## config.mk

```make
export PLATFORM = sky130hd
export DESIGN_NAME = dm_access_ctrl
export DESIGN_NICKNAME = d
export VERILOG_FILES = /design/src/rtl/proc_pkg.sv /design/src/rtl/dm_store_fmt.sv /design/src/rtl/dm_access_ctrl.sv
export SDC_FILE = /design/constraint.sdc
export NUM_CORES = 1
export LEC_CHECK = 0
export ABC_AREA = 1
export BUFFER_PORTS_ARGS = -buffer_cell sky130_fd_sc_hd__buf_2
export CAP_MARGIN = 10
export CORE_MARGIN = 1
export CORE_UTILIZATION = 46
export CTS_CLUSTER_DIAMETER = 50
export DETAILED_ROUTE_END_ITERATION = 6
export PLACE_DENSITY = 0.8
export SLEW_MARGIN = 20
export SYNTH_ARGS = -nofsm -noshare
export SYNTH_HDL_FRONTEND = slang
export SYNTH_SLANG_ARGS = --single-unit
```

## constraint.sdc

```tcl
create_clock -name clk_i -period 1.95 [get_ports clk_i]
set_input_delay 0.195 -clock clk_i [delete_from_list [all_inputs] [get_ports clk_i]]
set_output_delay 0.195 -clock clk_i [all_outputs]
set_load 0.02 [all_outputs]
```

## src/rtl/proc_pkg.sv

```systemverilog
// ============================================================================
// Module  : proc_pkg
// Brief   : Shared types and funct3 codes for the data-memory access path.
// Rev     : 1.0  initial release
// ============================================================================
`default_nettype none

package proc_pkg;

    typedef enum logic [1:0] {
        DM_IDLE = 2'd0,
        DM_REQ  = 2'd1,
        DM_WAIT = 2'd2,
        DM_DONE = 2'd3
    } dm_ctrl_state_t;

    localparam logic [2:0] STORE_SB = 3'b000;
    localparam logic [2:0] STORE_SH = 3'b001;
    localparam logic [2:0] STORE_SW = 3'b010;

    localparam logic [2:0] LOAD_LB  = 3'b000;
    localparam logic [2:0] LOAD_LH  = 3'b001;
    localparam logic [2:0] LOAD_LW  = 3'b010;
    localparam logic [2:0] LOAD_LBU = 3'b100;
    localparam logic [2:0] LOAD_LHU = 3'b101;

    // Store and load word/half codes coincide, so one check covers both.
    function automatic logic dm_misaligned(input logic [2:0] funct3,
                                           input logic [1:0] addr_lo);
        logic r;
        r = 1'b0;
        if (funct3 == LOAD_LW)
            r = |addr_lo;
        else if ((funct3 == LOAD_LH) || (funct3 == LOAD_LHU))
            r = addr_lo[0];
        return r;
    endfunction

endpackage

`default_nettype wire

```

## src/rtl/dm_store_fmt.sv

```systemverilog
// ============================================================================
// Module  : dm_store_fmt
// Brief   : Combinational byte-enable and lane-replicated write-data builder.
// Rev     : 1.0  initial release
// ============================================================================
`default_nettype none

module dm_store_fmt
    import proc_pkg::*;
(
    input  logic        i_is_store,
    input  logic [2:0]  i_funct3,
    input  logic [1:0]  i_addr_lo,
    input  logic [31:0] i_data,
    output logic [3:0]  o_be,
    output logic [31:0] o_wdata
);

    always_comb begin
        o_be    = 4'b1111;
        o_wdata = i_data;
        if (i_is_store) begin
            case (i_funct3)
                STORE_SB: begin
                    o_be    = 4'b0001 << i_addr_lo;
                    o_wdata = {4{i_data[7:0]}};
                end
                STORE_SH: begin
                    o_be    = i_addr_lo[1] ? 4'b1100 : 4'b0011;
                    o_wdata = {2{i_data[15:0]}};
                end
                default: begin
                    o_be    = 4'b1111;
                    o_wdata = i_data;
                end
            endcase
        end
    end

endmodule

`default_nettype wire

```

## src/rtl/dm_access_ctrl.sv

```systemverilog
// ============================================================================
// Module  : dm_access_ctrl
// Brief   : Memory-stage data-memory request/response sequencer.
//           Optional misaligned trap: define DM_MISALIGN_TRAP_EN.
// Rev     : 1.0  initial release
// ============================================================================
`default_nettype none

module dm_access_ctrl
    import proc_pkg::*;
(
    input  logic        clk_i,
    input  logic        rst_n_i,
    input  logic        m_valid_i,
    input  logic        m_is_load_i,
    input  logic        m_is_store_i,
    input  logic [2:0]  m_funct3_i,
    input  logic [31:0] m_addr_i,
    input  logic [31:0] m_store_data_i,
    input  logic        dm_gnt_i,
    input  logic        dm_rvalid_i,
    input  logic [31:0] dm_rdata_i,
    output logic        dm_req_o,
    output logic        dm_we_o,
    output logic [3:0]  dm_be_o,
    output logic [31:0] dm_addr_o,
    output logic [31:0] dm_wdata_o,
    output logic        stall_o,
    output logic [31:0] load_data_o,
    output logic        load_valid_o,
    output logic        misalign_o
);

    dm_ctrl_state_t r_state;
    logic           r_req;
    logic           r_we;
    logic [3:0]     r_be;
    logic [31:0]    r_addr;
    logic [31:0]    r_wdata;
    logic [31:0]    r_load_data;
    logic           r_load_valid;
    logic           r_misalign;

    logic           w_accept;
    logic           w_is_store;
    logic           w_misalign;
    logic [3:0]     w_be;
    logic [31:0]    w_wdata;

    // A request flagged as both load and store is treated as a load.
    assign w_is_store = m_is_store_i & ~m_is_load_i;
    assign w_accept   = rst_n_i & (r_state == DM_IDLE) & m_valid_i
                      & (m_is_load_i | m_is_store_i);

`ifdef DM_MISALIGN_TRAP_EN
    assign w_misalign = dm_misaligned(m_funct3_i, m_addr_i[1:0]);
`else
    assign w_misalign = 1'b0;
`endif

    dm_store_fmt u_store_fmt (
        .i_is_store (w_is_store),
        .i_funct3   (m_funct3_i),
        .i_addr_lo  (m_addr_i[1:0]),
        .i_data     (m_store_data_i),
        .o_be       (w_be),
        .o_wdata    (w_wdata)
    );

    always_ff @(posedge clk_i or negedge rst_n_i) begin
        if (!rst_n_i) begin
            r_state      <= DM_IDLE;
            r_req        <= 1'b0;
            r_we         <= 1'b0;
            r_be         <= 4'b0000;
            r_addr       <= 32'h0;
            r_wdata      <= 32'h0;
            r_load_data  <= 32'h0;
            r_load_valid <= 1'b0;
            r_misalign   <= 1'b0;
        end else begin
            r_load_valid <= 1'b0;
            r_misalign   <= 1'b0;
            case (r_state)
                DM_IDLE: begin
                    if (w_accept) begin
                        r_we    <= w_is_store;
                        r_be    <= w_be;
                        r_addr  <= {m_addr_i[31:2], 2'b00};
                        r_wdata <= w_wdata;
                        if (w_misalign) begin
                            r_misalign <= 1'b1;
                            r_state    <= DM_DONE;
                        end else begin
                            r_req   <= 1'b1;
                            r_state <= DM_REQ;
                        end
                    end
                end
                DM_REQ: begin
                    if (dm_gnt_i) begin
                        r_req   <= 1'b0;
                        r_state <= r_we ? DM_DONE : DM_WAIT;
                    end
                end
                DM_WAIT: begin
                    if (dm_rvalid_i) begin
                        r_load_data  <= dm_rdata_i;
                        r_load_valid <= 1'b1;
                        r_state      <= DM_DONE;
                    end
                end
                DM_DONE: begin
                    r_state <= DM_IDLE;
                end
                default: begin
                    r_state <= DM_IDLE;
                end
            endcase
        end
    end

    assign dm_req_o     = r_req;
    assign dm_we_o      = r_we;
    assign dm_be_o      = r_be;
    assign dm_addr_o    = r_addr;
    assign dm_wdata_o   = r_wdata;
    assign load_data_o  = r_load_data;
    assign load_valid_o = r_load_valid;
    assign misalign_o   = r_misalign;
    assign stall_o      = w_accept | (r_state == DM_REQ) | (r_state == DM_WAIT);

endmodule

`default_nettype wire

```

==> summary.md, run 1 <==
| Metric | Value |
|---|---|
| Status | finished, final reports clean |
| Vias | 4075 |
| Hold Vio Cnt, Final | 0 |
| Yosys warns | 0 |
| Delay-heaviest family, CP | flip-flops |
| Fin. max-slew vios | 0 |
| Clk_skew | 0.0118 ns |
| Post-DRT Antenna Nets | 0 |
| Synth Area in Compound Gates | 7.25% |
| Minimum clock period | 1.87 ns |
| Most used DFF post-synth | dfrtp_1 |
| Worst-Margin Slew | 0.898 ns |
| Clock network fraction of design power | 14.8% |
| Fin crit share | 95.7% |
| Num CTS Buffers | 9 |
| Synth area leader | dfrtp_1 |
| Fmax | 0.536 GHz |
| ANT cells | 0 |
| PD cells | 1580 mW/mm^2 |
| IO buf count | 207 |
| Avg Inst Size Synth | 8.54 um^2 |
| Slew headroom | 40.2% |
| Mux cell area share after synthesis | 0% |
| Vias in the first global route | 3891 |
| Total power | 9.01 mW |
| Tot GR Track Use | 23.3% |
| Synth Register Bits | 103 |
| DRC | 0 |
| Fraction of layout cells with a size suffix above 1 | 34.1% |
| Combinational share of power | 44.7% |
| Post-layout util | 61.9% |
| Unrepaired setup endpoints after global routing | no |
| Leak Pwr | 3.23 nW |
| Area share of the leading cell type in the synthesized netlist | 58.6% |
| Worst min path class | in2reg |
| Worst path max stage delay | 0.44 ns |
| Num ports | 211 |
| Fin cells | 850 |
| Row count | 35 |
| GPL Wtd Cong | 0.794 |
| Final WL | 11500 um |
| Pre-CTS setup slack | 0.211 ns |
| First-pass GRT wire length | 18400 um |
| Switch share | 43.8% |
| Clock buffer depth | 2 |
| CTS tree | yes |
| Die X-Extent | 99.8 um |
| CTS root buf | clkbuf_8 |
| Max FO, Critical Path | 4 |
| CP Cell Sequence | inv_2, ha_2, nand2_1, nor2_1, nand2_2, nand3_1, buf_2 |
| Drt first pass iters | 4 |
| Adder-Cell Fraction of Synth Area | 1.14% |
| Area grow syn2layout | 29.9% |
| Switch Pwr | 3.95 mW |
| H-tree depth | 3 |
| Max_cap viols | 0 |
| Chip height | 99.8 um |
| Main combinational cell family by area after synthesis | simple AND/OR/NAND/NOR gates |
| Postcts setup bufs | 0 |
| Initial DRC Count | 116 |
| XOR/XNOR share of the synthesized area | 0% |
| Clock Pin Slew Worst Setup and Hold Paths | 0.10 ns |
| Required time of the worst setup path | 1.75 ns |
| Synth area leaders | dfrtp_1 59%, nand2_1 21%, a21oi_1 5.0% |
| CP bufs+invs | 2 |
| Clock sinks | 103 |
| Initial antenna violation count | 0 |
| CP startpoint kind | flop |
| Finish-stage setup viols | 0 |
| Synth Cell Area | 0.00440 mm^2 |
| Critical Path End Type | primary output |
| Total grt overflow | 0 |
| Setup TNS | 0 ns |
| Total internal power | 5.07 mW |
| Post-synth cell types | 23 |
| Simple-gate share of the synthesized area | 27.8% |
| Placed Cells | 833 |
| Worst path slowest cell | dfrtp_1 |
| Starting Density | 47.6% |
| Clock latency on the worst-skew pair | 0.35 ns |
| Max VDD drop | 0.000678 V |
| Final worst slack | 0.0833 ns |
| Crit path DAT | 1.67 ns |
| Cells after synthesis | 515 |
| WL per Instance | 13.6 um |
| Seq/Total Area, Yosys | 58.6% |
| Vias/cell | 4.79 |
| Async set-or-reset flop fraction in the synthesized netlist | 100% |
| Synth top cells by count | 250 x nand2_1, 103 x dfrtp_1, 44 x a21oi_1 |
| Count leader, synth | nand2_1 |
| Nets | 826 |
| Post-synth EDFFs | 0 |
| Detailed placer's ending HPWL | 8440 um |
| Kind of critical path | reg2out |
| Sequential Power Share | 40.5% |
| Die footprint | 0.00996 mm^2 |
| Core ar. | 0.00924 mm^2 |
| Largest net degree at the start of global routing | 75 |
[worst paths after layout]
| kind | startpoint | end | slack, ns | cells after the start |
|---|---|---|---|---|
| min in group asynchronous | rst_n_i | r_state[1]$_DFFE_PN0P_ | 0.20 | 2 |
| max | r_state[0]$_DFFE_PN0P_ | stall_o | 0.08 | 7 |
| min | dm_rdata_i[20] | load_data_o[20]$_DFFE_PN0P_ | 0.03 | 3 |
| max in group asynchronous | rst_n_i | dm_wdata_o[18]$_DFFE_PN0P_ | 0.69 | 3 |
| min reg2reg | dm_addr_o[21]$_DFFE_PN0P_ | dm_addr_o[21]$_DFFE_PN0P_ | 0.47 | 2 |
| max reg2reg | r_state[0]$_DFFE_PN0P_ | dm_wdata_o[16]$_DFFE_PN0P_ | 0.24 | 8 |
[power by group through the flow]
| stage | clock network [mW] | registers [mW] | logic (mW) |
|---|---|---|---|
| finish | 1.34 | 3.65 | 4.03 |
| global route | 1.49 | 3.75 | 4.41 |
| floorplan | 0 | 4.84 | 1.33 |
| detailed placement | 0 | 3.68 | 4.04 |
| CTS | 1.36 | 3.65 | 4.07 |
| global placement | 0 | 3.63 | 3.93 |
[worst min-delay path: cells and delay by family]
kind          cells  cell delay (ns)
buf+inv           1             0.07
simple gates      2             0.08
[per-stage QoR]
step / hold slack [ns] / instance area (um^2)
final: 0.0342 / 5720
after global placement: 0.000548 / 5510
after floorplan: -0.101 / 4410
after CTS: 0.0155 / 5720
after detailed placement: 0.00292 / 5510
after global routing: 0.00744 / 5720
[cell usage in the layout (no fill, tap or decap), types with 4 or more instances in the layout]
master,count
buf_2,206
nand2_1,249
inv_1,9
nor2_1,31
a21oi_2,4
a21oi_1,44
dfrtp_1,103
a31oi_1,4
clkbuf_8,9
buf_4,8
nand3_1,20
inv_2,5
[flip-flops by register name, summed over array words and instances, names as in the netlist]
name          flops
dm_wdata_o       32
load_data_o      32
dm_addr_o        30
dm_be_o           4
r_state           2
dm_req_o          1
dm_we_o           1
load_valid_o      1
[repair_timing]
item	in CTS	in global routing
hold buffers	1	0
endpoints found under the setup margin	1	1
pin swaps	0	0
resized for setup	1	2
endpoints found under the hold margin	29	0
cloned	0	0
[cell families (layout without fill, tap and decap cells)]
logic type               after synthesis  in the layout
other                                  1              3
AO/OA/AOI/OAI                         58             58
AND/OR/NAND/NOR                      307            307
flip-flops                           103            103
buffers and inverters                 42            246
adder cells (fa/ha/maj)                4              4
[cell type report]
type / count / area (um^2)
multi-input combinational: 372 / 1610
timing repair buffer: 216 / 1120
fill: 840 / 3520
inverter: 14 / 52.6
sequential: 103 / 2580
clock inverter: 6 / 67.6
tap: 129 / 161
clock buffer: 10 / 128
[layer usage]
metal,routed length [um],global-route usage (%)
met1,4880,28.3
met4,147,5.54
met2,5630,40.9
met5,0,0
met3,881,6.96
(Power assumes the default switching activity.)
==> run 2, diff against run 1 <==
CORE_UTILIZATION = 47   (was 46)
SYNTH_HIERARCHICAL = 1   (was unset)
==> summary.md, run 2 <==
| Metric | Value |
|---|---|
| Status | finished, final reports clean |
| Yosys warns | 6 |
| Worst-Margin Slew | 0.559 ns |
| Most used DFF post-synth | dfrtp_1 |
| Initial DRC Count | 153 |
| First-pass GRT wire length | 18900 um |
| Synth Register Bits | 103 |
| Hold Vio Cnt, Final | 0 |
| Nets | 890 |
| ANT cells | 0 |
| Synth area leader | dfrtp_1 |
| Clock latency on the worst-skew pair | 0.37 ns |
| Worst path slowest cell | dfrtp_1 |
| Worst min path class | in2reg |
| Crit path DAT | 1.63 ns |
| Core ar. | 0.00977 mm^2 |
| Synth top cells by count | 324 x nand2_1, 103 x dfrtp_1, 60 x o21ai_0 |
| Synth Cell Area | 0.00472 mm^2 |
| Area share of the leading cell type in the synthesized netlist | 54.6% |
| Synth area leaders | dfrtp_1 55%, nand2_1 26%, o21ai_0 6.4% |
| Fmax | 0.548 GHz |
| Pre-CTS setup slack | 0.346 ns |
| WL per Instance | 13.6 um |
| Post-synth EDFFs | 0 |
| Num ports | 211 |
| Final worst slack | 0.127 ns |
| PD cells | 1560 mW/mm^2 |
| Worst path max stage delay | 0.40 ns |
| CTS tree | yes |
| Fin. max-slew vios | 0 |
| Post-DRT Antenna Nets | 0 |
| Sequential cell area | 0.00258 mm^2 |
| Die footprint | 0.0104 mm^2 |
| Detailed placer's ending HPWL | 9020 um |
| Setup TNS | 0 ns |
| Fin crit share | 93.5% |
| Clock sinks | 103 |
| Tot GR Track Use | 23.6% |
| Drt first pass iters | 5 |
| Largest net degree at the start of global routing | 104 |
| Max VDD drop | 0.000950 V |
| Final WL | 12500 um |
| Area of the multi-input gates | 0.00181 mm^2 |
| Clk_skew | 0.0143 ns |
| Initial antenna violation count | 0 |
| Filler cells | 869 |
| Vias/cell | 4.87 |
| Post-layout util | 61.8% |
| Fraction of layout cells with a size suffix above 1 | 31.3% |
| H-tree depth | 3 |
| Most frequent cells in the layout | 324 x nand2_1, 206 x buf_2, 103 x dfrtp_1 |
| Cells after synthesis | 588 |
| Placed Cells | 898 |
| Clock Pin Slew Worst Setup and Hold Paths | 0.10 ns |
| Chip height | 102 um |
| Total grt overflow | 0 |
| CP Cell Sequence | inv_1, ha_2, nand3_2, nor2_4, nor2_1, nand2_1, buf_2 |
| Num CTS Buffers | 9 |
| Avg Inst Size Synth | 8.03 um^2 |
| IO buf count | 207 |
| Die X-Extent | 102 um |
| Area grow syn2layout | 27.9% |
| Vias | 4472 |
| Fin cells | 918 |
| Row count | 36 |
| Fin area | 0.00604 mm^2 |
| Starting Density | 48.3% |
| Critical Path End Type | primary output |
| CTS root buf | clkbuf_8 |
| Max_cap viols | 0 |
| Async set-or-reset flop fraction in the synthesized netlist | 100% |
| Count leader, synth | nand2_1 |
| Post-synth cell types | 22 |
| Slew headroom | 62.7% |
| Max FO, Critical Path | 4 |
| Finish-stage setup viols | 0 |
| CP startpoint kind | flop |
| Minimum clock period | 1.82 ns |
| Cell Area, Placed | 0.00575 mm^2 |
| Leading cell type in the layout, fill and taps excluded | nand2_1 |
| Leak Pwr | 3.54 nW |
| Seq/Total Area, Yosys | 54.6% |
| GPL Wtd Cong | 0.892 |
| Clock buffer depth | 2 |
| Vias in the first global route | 4010 |
| Unrepaired setup endpoints after global routing | no |
| DRC | 0 |
| Required time of the worst setup path | 1.75 ns |
| Kind of critical path | reg2out |
[run 2: final timing paths]
path	start	endpoint	slack, ns	cells past startpoint
setup / recovery	r_state[1]$_DFFE_PN0P_	stall_o	0.13	7
hold / removal	dm_rdata_i[18]	load_data_o[18]$_DFFE_PN0P_	0.02	3
setup reg to reg	r_state[1]$_DFFE_PN0P_	dm_wdata_o[30]$_DFFE_PN0P_	0.36	6
hold reg to reg	load_data_o[21]$_DFFE_PN0P_	load_data_o[21]$_DFFE_PN0P_	0.48	2
max in group asynchronous	rst_n_i	dm_wdata_o[7]$_DFFE_PN0P_	1.02	3
min in group asynchronous	rst_n_i	dm_addr_o[31]$_DFFE_PN0P_	0.47	3
[run 2: routing by layer]
metal	vias up	part of all wire, %	GRT usage (%)
met5	-	0	0
met4	0	1.3	8.79
met3	14	8.2	6.43
met2	173	50	42.0
met1	2086	41	27.1
li1	2199	-	-
[run 2: cell type report]
type,instances,share of cell area (%)
Inverter,13,0.829
Sequential cell,103,42.7
Clock inverter,5,1.74
Clock buffer,11,2.34
Multi-Input combinational cell,430,30.0
Tap cell,133,2.76
Timing Repair Buffer,223,19.7
[run 2: cells by family (layout without fill, tap and decap cells)]
kind of cell | after synthesis | after routing | share of synthesized area, %
AOI/OAI and AO/OA | 71 | 71 | 7.63
adders and majority gates | 4 | 4 | 1.06
buffers and inverters | 57 | 252 | 7.29
DFF | 103 | 103 | 54.6
other | 1 | 3 | 0.0794
and+or+nand+nor | 352 | 352 | 29.3
[run 2: worst max-delay path, delay by kind of cell (launching register included)]
kind | cells | cell delay, ns
fa+ha+maj | 1 | 0.21
flops | 1 | 0.40
simple gates | 4 | 0.39
buf+inv | 2 | 0.27
[run 2: what timing repair did]
action,in CTS,in global routing
buffers inserted,0,3
gates cloned,0,0
hold buffers,1,0
gates resized for setup,1,1
endpoints found under the setup margin,1,1
pin swaps,0,1
hold endpoints to repair,103,0
[run 2: metrics by stage]
| step | hold slack (ns) | total power [mW] |
|---|---|---|
| 2_1_floorplan | -0.101 | 6.24 |
| 3_3_place_gp | 0.352 | 7.67 |
| 3_5_place_dp | 0.364 | 7.85 |
| 4_1_cts | 0.00135 | 9.46 |
| 5_1_grt | 0.00798 | 10.1 |
| 6_report | 0.0152 | 9.43 |
[run 2: where the power goes]
group / total, mW / leakage (nW) / switching (mW) / internal [mW]
combinational: 4.20 / 2.14 / 2.82 / 1.37
clock: 1.60 / 0.116 / 0.716 / 0.888
sequential: 3.63 / 1.28 / 0.494 / 3.14
total: 9.43 / 3.54 / 4.03 / 5.40
==> run 3, diff against run 2 <==
CTS_BUF_LIST = sky130_fd_sc_hd__clkbuf_16   (was unset)
==> summary.md, run 3 (synthesis gave the netlist of run 2 again) <==
| Metric | Value |
|---|---|
| Setup TNS | 0 ns |
| Unrepaired setup endpoints after global routing | no |
| Max FO, Critical Path | 4 |
| Max_cap viols | 0 |
| First-pass GRT wire length | 18900 um |
| IO buf count | 207 |
| Fmax | 0.543 GHz |
| Vias in the first global route | 4050 |
| Worst-Margin Slew | 0.531 ns |
| Num CTS Buffers | 9 |
| Initial DRC Count | 129 |
| DRC | 0 |
| Worst min path class | in2reg |
| Switch share | 41.5% |
| Finish-stage setup viols | 0 |
| Sequential Power Share | 37.1% |
| Required time of the worst setup path | 1.75 ns |
| Initial antenna violation count | 0 |
| Fin area | 0.00611 mm^2 |
| H-tree depth | 3 |
| Vias/cell | 4.86 |
| Row count | 36 |
| Die X-Extent | 102 um |
| Minimum clock period | 1.84 ns |
| Post-DRT Antenna Nets | 0 |
| Kind of critical path | reg2out |
| Tot GR Track Use | 23.6% |
| CP startpoint kind | flop |
| Chip height | 102 um |
| Hold Vio Cnt, Final | 0 |
| Die footprint | 0.0104 mm^2 |
| Num ports | 211 |
| Final hold slack | 0.0502 ns |
| ANT cells | 0 |
| Drt first pass iters | 4 |
| Crit path DAT | 1.65 ns |
| Cell Area, Placed | 0.00575 mm^2 |
| Max VDD drop | 0.000968 V |
| Detailed placer's ending HPWL | 9020 um |
| Clock sinks | 103 |
| Leading cell type in the layout, fill and taps excluded | nand2_1 |
| CTS tree | yes |
| Fin. max-slew vios | 0 |
| GPL Wtd Cong | 0.892 |
| Nets | 888 |
| Vias | 4448 |
| Status | finished, final reports clean |
| Area of the multi-input gates | 0.00181 mm^2 |
| Flop-to-flop setup slack | 0.31 ns |
| Total internal power | 5.74 mW |
| PD cells | 1600 mW/mm^2 |
| Combinational share of power | 42.5% |
| Core ar. | 0.00977 mm^2 |
| Clock Pin Slew Worst Setup and Hold Paths | 0.07 ns |
| Slew headroom | 64.6% |
| Sequential cell area | 0.00258 mm^2 |
| CTS root buf | clkbuf_16 |
| Largest net degree at the start of global routing | 104 |
| Clock latency on the worst-skew pair | 0.34 ns |
| Filler cells | 859 |
| Fin crit share | 94.5% |
| Switch Pwr | 4.07 mW |
| Total grt overflow | 0 |
| Fraction of layout cells with a size suffix above 1 | 30.9% |
| Clock buffer depth | 2 |
| Clk_skew | 0.00733 ns |
| Final WL | 12500 um |
| Area grow syn2layout | 29.5% |
| Critical Path End Type | primary output |
| WL per Instance | 13.6 um |
| Starting Density | 48.3% |
| Leak Pwr | 3.57 nW |
| Clock network fraction of design power | 20.5% |
| Most frequent cells in the layout | 324 x nand2_1, 206 x buf_2, 103 x dfrtp_1 |
run 3: cell types whose count changed in the layout (fill, tap and decap cells not counted), sizes merged:
cell	delta
buf	-2
clkbuf	-2
clkinv	+1
inv	+1
run 3: power by group through the flow:
stage / registers, mW / logic (mW) / clock network (mW)
after floorplan: 4.88 / 1.36 / 0
after global placement: 3.62 / 4.05 / 0
after detailed placement: 3.65 / 4.19 / 0
after CTS: 3.64 / 4.20 / 2.04
after global routing: 3.76 / 4.60 / 2.12
final: 3.64 / 4.16 / 2.01
run 3: stage by stage:
| step | power (mW) | instances | setup WS [ns] | util (%) |
|---|---|---|---|---|
| floorplan | 6.24 | 590 | 0.464 | - |
| global placement | 7.67 | 898 | 0.419 | 58.9 |
| detailed placement | 7.85 | 898 | 0.346 | 58.9 |
| CTS | 9.87 | 915 | 0.0314 | 62.4 |
| global route | 10.5 | 916 | 0.00807 | 62.5 |
| finish | 9.81 | 916 | 0.107 | 62.5 |
run 3: routing by layer:
metal | GRT usage [%] | vias up | part of all wire, %
met5 | 0 | - | 0
met4 | 8.46 | 0 | 1.1
met3 | 6.43 | 11 | 8.8
met2 | 42.2 | 190 | 49
met1 | 27.0 | 2044 | 41
li1 | - | 2203 | -
run 3: what timing repair did:
action,4_1_cts,5_1_grt
endpoints found under the setup margin,0,1
hold endpoints to repair,39,0
setup buffers,0,1
resized for setup,0,1
hold buffers,1,0
run 3: worst paths after layout:
| path | cells after the start | start | end |
|---|---|---|---|
| min reg2reg | 2 | load_data_o[26]$_DFFE_PN0P_ | load_data_o[26]$_DFFE_PN0P_ |
| max reg2reg | 6 | r_state[0]$_DFFE_PN0P_ | dm_wdata_o[29]$_DFFE_PN0P_ |
| min | 3 | dm_rdata_i[18] | load_data_o[18]$_DFFE_PN0P_ |
| max in group asynchronous | 3 | rst_n_i | load_data_o[4]$_DFFE_PN0P_ |
| max | 7 | r_state[0]$_DFFE_PN0P_ | stall_o |
| min in group asynchronous | 3 | rst_n_i | dm_addr_o[4]$_DFFE_PN0P_ |
run 3: cell type report:
type	count	area share, %
Clock buffer	9	3.68
Clock inverter	7	1.84
Inverter	13	0.819
Multi-Input combinational cell	430	29.6
Sequential cell	103	42.2
Tap cell	133	2.72
Timing Repair Buffer	221	19.2
run 3: worst max-delay path, cell delays in order (launching register included):
cell and delay (ns):
dfrtp_1 0.41, inv_1 0.13, ha_2 0.22, nand3_2 0.12, nor2_4 0.14, nor2_1 0.04, nand2_1 0.08, buf_2 0.17
